## src/rtl/banner_scroller.sv

```systemverilog
// banner_scroller: message buffer and 4-digit glyph scroller
// feeding the seven-segment display-mux/decoder stage.
module banner_scroller #(
  parameter int         MAX_LEN    = 32,
  parameter int         TICK_DIV   = 25000000,
  parameter logic [3:0] BLANK_CODE = 4'h6,
  parameter int         LEN_W      = $clog2(MAX_LEN + 1)
) (
  input  logic             clock,
  input  logic             reset,
  input  logic             clear,
  input  logic             wr_valid,
  input  logic [3:0]       wr_code,
  input  logic             wr_last,
  output logic             wr_ready,
  input  logic             scroll_en,
  output logic [3:0]       digit0,
  output logic [3:0]       digit1,
  output logic [3:0]       digit2,
  output logic [3:0]       digit3,
  output logic [LEN_W-1:0] msg_len,
  output logic             scrolling,
  output logic             wrap_pulse
);

  localparam int PTR_W = (MAX_LEN > 1) ? $clog2(MAX_LEN) : 1;
  localparam int CNT_W = (TICK_DIV > 1) ? $clog2(TICK_DIV) : 1;

  typedef enum logic [1:0] {
    EMPTY,
    LOAD,
    SCROLL
  } state_t;

  state_t           state;
  logic [3:0]       mem [MAX_LEN];
  logic [PTR_W-1:0] rd_ptr;
  logic [CNT_W-1:0] tick;
  logic [LEN_W-1:0] len_inc;
  logic             accept;
  logic             tick_end;
  logic             rd_last;

  assign wr_ready = (state != SCROLL) && !clear;
  assign accept   = wr_valid && wr_ready;
  assign len_inc  = msg_len + LEN_W'(1);
  assign tick_end = (tick == CNT_W'(TICK_DIV - 1));
  assign rd_last  = (LEN_W'(rd_ptr) == msg_len - LEN_W'(1));

  // Glyph storage; appends at the current length, never reset.
  always_ff @(posedge clock) begin
    if (!reset && accept) begin
      mem[msg_len[PTR_W-1:0]] <= wr_code;
    end
  end

  // Load/scroll state machine with registered display outputs.
  always_ff @(posedge clock) begin
    if (reset || clear) begin
      state      <= EMPTY;
      msg_len    <= '0;
      tick       <= '0;
      rd_ptr     <= '0;
      wrap_pulse <= 1'b0;
      scrolling  <= 1'b0;
      digit0     <= BLANK_CODE;
      digit1     <= BLANK_CODE;
      digit2     <= BLANK_CODE;
      digit3     <= BLANK_CODE;
    end else begin
      wrap_pulse <= 1'b0;
      unique case (state)
        EMPTY, LOAD: begin
          if (accept) begin
            msg_len <= len_inc;
            if (wr_last || len_inc == LEN_W'(MAX_LEN)) begin
              state     <= SCROLL;
              scrolling <= 1'b1;
              tick      <= '0;
              rd_ptr    <= '0;
            end else begin
              state <= LOAD;
            end
          end
        end
        SCROLL: begin
          if (scroll_en) begin
            if (tick_end) begin
              tick       <= '0;
              digit0     <= digit1;
              digit1     <= digit2;
              digit2     <= digit3;
              digit3     <= mem[rd_ptr];
              rd_ptr     <= rd_last ? '0 : rd_ptr + PTR_W'(1);
              wrap_pulse <= rd_last;
            end else begin
              tick <= tick + CNT_W'(1);
            end
          end
        end
        default: begin
          state     <= EMPTY;
          scrolling <= 1'b0;
        end
      endcase
    end
  end

endmodule

```

## config.mk

```make
export PLATFORM = sky130hd
export DESIGN_NAME = banner_scroller
export DESIGN_NICKNAME = d
export VERILOG_FILES = /design/src/rtl/banner_scroller.sv
export SDC_FILE = /design/constraint.sdc
export NUM_CORES = 1
export LEC_CHECK = 0
export CAP_MARGIN = 20
export CORE_UTILIZATION = 54
export CTS_BUF_LIST = sky130_fd_sc_hd__clkbuf_16
export CTS_CLUSTER_SIZE = 25
export DETAILED_ROUTE_END_ITERATION = 7
export PLACE_DENSITY = 0.75
export SETUP_SLACK_MARGIN = 0.15
export SLEW_MARGIN = 20
export SYNTH_ARGS = -nofsm -noshare
export SYNTH_HDL_FRONTEND = slang
export SYNTH_SLANG_ARGS = --single-unit
```

## constraint.sdc

```tcl
create_clock -name clock -period 2.32 [get_ports clock]
set_input_delay 0.232 -clock clock [delete_from_list [all_inputs] [get_ports clock]]
set_output_delay 0.232 -clock clock [all_outputs]
set_load 0.005 [all_outputs]
```

## After elaboration in Yosys (flattened, before gate mapping)

Memories as Yosys holds them, arrays and structs flattened. A register that Yosys moved wholly into a read port is not among the register bits.
Cells that the tools add are included.

- Reduce and logical (&&, ||, !) cells: 17
- Equal/unequal tests: 10
- Add/sub/neg operators: 4
- Mux-type cells: 19
- Bitwise operators: 3

Operators with widths:

| cell | number |
|---|---|
| two-way mux 25 bit | 4 |
| one-hot mux 25 bit (2 select lines) | 1 |
| adder 25 x 1 -> 25 bit (second input constant) | 1 |
| == test 25 bit (second input constant) | 1 |
| two-way mux 5 bit | 5 |
| inequality test 2 bit (second input constant) | 5 |
| one-hot mux 5 bit (2 select lines) | 1 |
| adder 6 x 1 -> 6 bit (second input constant) | 1 |
| == test 5 x 6 -> 1 bit | 1 |
| == test 6 bit (second input constant) | 1 |
| AND reduction 3 bit | 2 |
| subtractor 6 x 1 -> 6 bit (second input constant) | 1 |
| adder 5 x 1 -> 5 bit (second input constant) | 1 |
| AND reduction 5 bit | 1 |
| two-way mux 1 bit | 4 |
| two-way mux 2 bit | 2 |
| one-hot mux 2 bit (2 select lines) | 1 |
| AND reduction 2 bit | 2 |
| AND reduction 4 bit | 1 |
| OR reduction 4 bit | 1 |
| logical AND 1 bit | 3 |
| NOT 1 bit | 3 |
| == test 2 x 1 -> 1 bit (second input constant) | 1 |
| == test 2 bit (second input constant) | 1 |
| other kinds (6) | 8 |

- Bits in writable memories: 128
- Logic and storage cells: 63
- Flip-flop bits (word level): 52
- Memories: 1
- Output and inout bits: 25
- Input port bits: 10

Memories:

| memory | depth | bits a word | rd ports | clocked after Yosys merged registers in | write ports | line | text |
|---|---|---|---|---|---|---|---|
| mem | 32 | 4 | 1 | 1 | 1 | 36 | `logic [3:0] mem [MAX_LEN];` |

## Longest topological paths before layout

Gate-level depths: netlist of run 1.

- Depth after elaboration: 6
- Gate-level depth with buffers: 10
- Mapped depth without buffers: 9

## Least setup slack after synthesis of run 1

No wires, ideal clock.

- Path kind: register to register
- Start point: register msg_len[1]
- End point: register tick[20]
- Data required time: 2204 ps
- Slack: -33 ps
- Library setup time: 116 ps
- Cell stages (with the launch flop): 10
- Arrival time: 2237 ps
- Path buffers: 1
- Cell sequence: dfxtp_1 -> ha_1 -> nand3_1 -> a221o_1 -> and2_1 -> or2_1 -> buf_6 -> nor4_1 -> xnor2_1 -> nor2_2

- Word-level cells in the longest chain between the ends: 5

Ends and longest elaborated chain:

| what | line | text |
|---|---|---|
| start, declared | 21 | `output logic [LEN_W-1:0] msg_len,` |
| start signal, assigned | 75 | `msg_len <= len_inc;` |
| adder 6 x 1 -> 6 bit | 46 | `assign len_inc = msg_len + LEN_W'(1);` |
| == test 6 bit | 76 | `if (wr_last \|\| len_inc == LEN_W'(MAX_LEN)) begin` |
| logical OR 1 bit | 76 |  |
| inequality test 2 bit (no source line) | - |  |
| AND reduction 4 bit (no source line) | - |  |
| end signal, assigned | 97 | `tick <= tick + CNT_W'(1);` |
| end, declared | 38 | `logic [CNT_W-1:0] tick;` |

Every way passes these cells.
A chain may end at the register's enable or synchronous reset.

## Final worst setup path of run 1

- Start point: register msg_len[0]
- End point: register tick[20]

Same word-level chain as after synthesis.

==> out/qor.txt, run 1 <==
Status: finished clean
Root Buffer: clkbuf_16
First-pass GRT wire length: 27.2 mm
Final #Nets: 705
Synth cell types: 52
GRT Total Usage: 0.248
Total core area: 0.0140 mm²
Avg Cell Area, Syn: 13.6 µm²
Pleak: 0.00342 µW
Via Count: 5311
Max Cap Violations: 0
Critical path's top delay family: simple AND/OR/NAND/NOR gates
Asr flop ratio synth: 0
Gpl congestion: 0.815
Crit path depth: 10
Worst Setup SP: msg_len[0]$_SDFFE_PP0P_
Dominant cells by area after synthesis: edfxtp_1 (49%), dfxtp_1 (14%), mux4_2 (9.5%), nor2_1 (3.6%), mux2i_1 (3.3%)
Core Util, Final: 0.714
Max_slew headroom: 0.566
R2r setup slk: 0.06 ns
Pwr Density: 637 mW/mm²
Fin Setup TNS: 0 ns
TritonCTS clock tree: built
Worst hold endpoint: mem[16][1]$_DFFE_PP_
Number of synthesized flops with an enable pin: 128
Skew-Pair Late Insertion Delay: 0.43 ns
Yosys top cell by area: edfxtp_1
Final Max Tran Viols: 0
Slowest-stage cell, CP: dfxtp_4
Post-DP HPWL: 11.6 mm
RSZ-0062 raised after global routing: yes
Drt total wl: 18.0 mm
Largest net degree at the start of global routing: 33
Synth Flop Type: edfxtp_1
Flops & latches, synth: 184
Hold WS: 0.479 ns
Top cell type's share of synthesized area: 0.491
Design Power: 6370 µW
Final setup violation count: 0
Vias in the first global route: 5202
Worst R2R End: tick[20]$_SDFFE_PP0P_
Max Freq: 0.443 GHz
Synthesized area: 0.00783 mm²
Commonest cells in the netlist: edfxtp_1 (128), nor2_1 (76), dfxtp_1 (56)
DRC violation total after the first TritonRoute iteration: 378
Final Hold Viols: 0
Drc violations: 0
Cells along the critical path: buf_6 > nand3_2 > or3_1 > a31o_1 > or2_4 > buf_12 > buf_16 > nor4_4 > xnor2_1 > nor2_2
Clk slew on worst S/H paths: 0.07 ns
Post-synthesis cell count: 574
Top-count cell post-synth: edfxtp_1
Die Span Y: 122 µm
# clock sinks: 184
Buffers & Inverters on Critical Path: 3
Crit Path Max Fanout: 6
CP peak stage delay: 0.39 ns
Peak supply drop: 0.000696 V
Clock Path Buffers: 2
Worst Hold Depth: 1
Ports: 35
Antenna violations before repair: 0
N_diodes: 0
Max Clock Skew: 0.0103 ns
Total die area: 0.0150 mm²
CP Class: flip-flop to flip-flop
Sequential fraction of the synthesis area: 0.634
Routed Antenna Nets: 0
Share of post-route cells with drive strength above 1: 0.293
Num CTS Buffers: 17
Via density: 6.04
Die Span X: 122 µm
CP Capture Type: flip-flop
Worst min-delay path class: input pin to flip-flop
Yosys warning count: 0
Area Overhead vs Synth: 27.7%
Tcrit/Tclk final: 0.973
Wirelength per Cell: 20.5 µm
Mapped Nets: 591
Starting density of the core: 0.559
Register area: 0.00498 mm²
Crit path arrival time: 2.58 ns
Multi-input logic area: 0.00302 mm²
H-tree levels: 4
Worst reg2reg path depth: 10
Filler cell count: 864
Hold Startpoint: wr_code[1]
Clock period minus worst slack: 2.26 ns
DRT Pass-1 Iters: 5
Worst-Margin Slew: 0.649 ns
Global route overflow: 0
PortBufs: 34
# rows: 43
WP data required: 2.65 ns
Critical Path Source Type: flip-flop
Worst r2r src: msg_len[0]$_SDFFE_PP0P_
[layout by cell type (no fill, tap or decap), types with 4 or more instances in the layout]
master | synthesis | routed
buf_12 | 0 | 6
nor2_2 | 3 | 5
ha_1 | 7 | 4
clkdlybuf4s50_1 | 0 | 34
inv_1 | 4 | 4
o21ai_0 | 17 | 10
nor4_4 | 0 | 5
inv_6 | 0 | 5
edfxtp_1 | 128 | 128
mux4_2 | 33 | 33
mux2i_1 | 26 | 26
nand2_1 | 42 | 38
a21oi_1 | 20 | 18
dfxtp_1 | 56 | 49
or3_1 | 9 | 8
nand3_1 | 16 | 16
buf_4 | 1 | 68
a221oi_1 | 5 | 5
o21ai_1 | 0 | 6
nor2_1 | 76 | 71
dfxtp_2 | 0 | 4
xnor2_1 | 19 | 17
clkbuf_16 | 0 | 21
and3_1 | 10 | 10
nand2_2 | 0 | 4
buf_6 | 1 | 5
nor3_1 | 11 | 4
nor3_4 | 0 | 7
nand4_1 | 7 | 7
xor2_1 | 10 | 9
[worst max-delay path by stage]
stage and end:
6_report tick[20]$_SDFFE_PP0P_, 3_3_place_gp rd_ptr[4]$_SDFFE_PP0P_, 3_5_place_dp tick[11]$_SDFFE_PP0P_, 2_1_floorplan rd_ptr[3]$_SDFFE_PP0P_
5_1_grt tick[11]$_SDFFE_PP0P_, 4_1_cts tick[20]$_SDFFE_PP0P_
[metrics by stage]
| stage | instances | setup slack, ns | cell area, µm² |
|---|---|---|---|
| finish | 880 | 0.0624 | 9990 |
| global route | 880 | -0.00456 | 9990 |
| CTS | 870 | 0.119 | 9710 |
| detailed placement | 832 | -0.0127 | 8890 |
| global placement | 832 | 0.0885 | 8890 |
| floorplan | 574 | 0.157 | 7870 |
[state kept, by name (all words and copies together) (netlist names)]
| name | cells |
|---|---|
| state | 2 |
| digit0 | 4 |
| digit2 | 4 |
| rd_ptr | 5 |
| digit1 | 4 |
| msg_len | 6 |
| scrolling | 1 |
| tick | 25 |
| mem | 128 |
| digit3 | 4 |
| wrap_pulse | 1 |
[cell type report]
cell class              instances  share of cell area
inverters                       6             0.00225
well taps                     180              0.0225
clock buffers                  17              0.0426
repair buffers                120               0.120
flip-flops and latches        184               0.499
clock inverters                14              0.0118
multi-input cells             359               0.302
[logic make-up (layout without fill, tap and decap cells)]
group	Yosys count	after routing	share of synthesized area
AND/OR/NAND/NOR	208	208	0.132
adder cells (fa/ha/maj)	7	7	0.0112
flip-flops	184	184	0.634
AO/OA/AOI/OAI	56	56	0.0444
multiplexers	59	59	0.128
XOR/XNOR	29	29	0.0325
buffers and inverters	31	157	0.0173
[report_power, final]
part | switching, µW | leakage [µW] | internal (µW)
sequential | 4.07 | 0.00161 | 3500
clock | 1270 | 0.000261 | 1390
combinational | 111 | 0.00155 | 85.4
total | 1390 | 0.00342 | 4980
[repair_timing]
item,in CTS,in global routing
endpoints found under the setup margin,24,38
hold buffers,0,0
gates cloned,2,4
pin swaps,27,17
buffers inserted,5,6
gates resized for setup,40,34
[metal layers]
layer | GRT usage | wire (µm) | share of wire
met5 | 0 | 0 | 0
met4 | 0.0976 | 471 | 0.026
met3 | 0.0534 | 1150 | 0.064
met2 | 0.420 | 9070 | 0.50
met1 | 0.311 | 7320 | 0.41
Note: power is estimated with default switching activity, not from simulation.
==> inputs of run 2 (changes only) <==
--- a/config.mk
+++ b/config.mk
@@ -12,6 +12,7 @@
 export DETAILED_ROUTE_END_ITERATION = 7
 export PLACE_DENSITY = 0.75
 export SETUP_SLACK_MARGIN = 0.15
+export SKIP_LAST_GASP = 1
 export SLEW_MARGIN = 20
 export SYNTH_ARGS = -nofsm -noshare
 export SYNTH_HDL_FRONTEND = slang
==> results of run 2 <==
Final layout, timing and power as in run 1 (identical DEF).
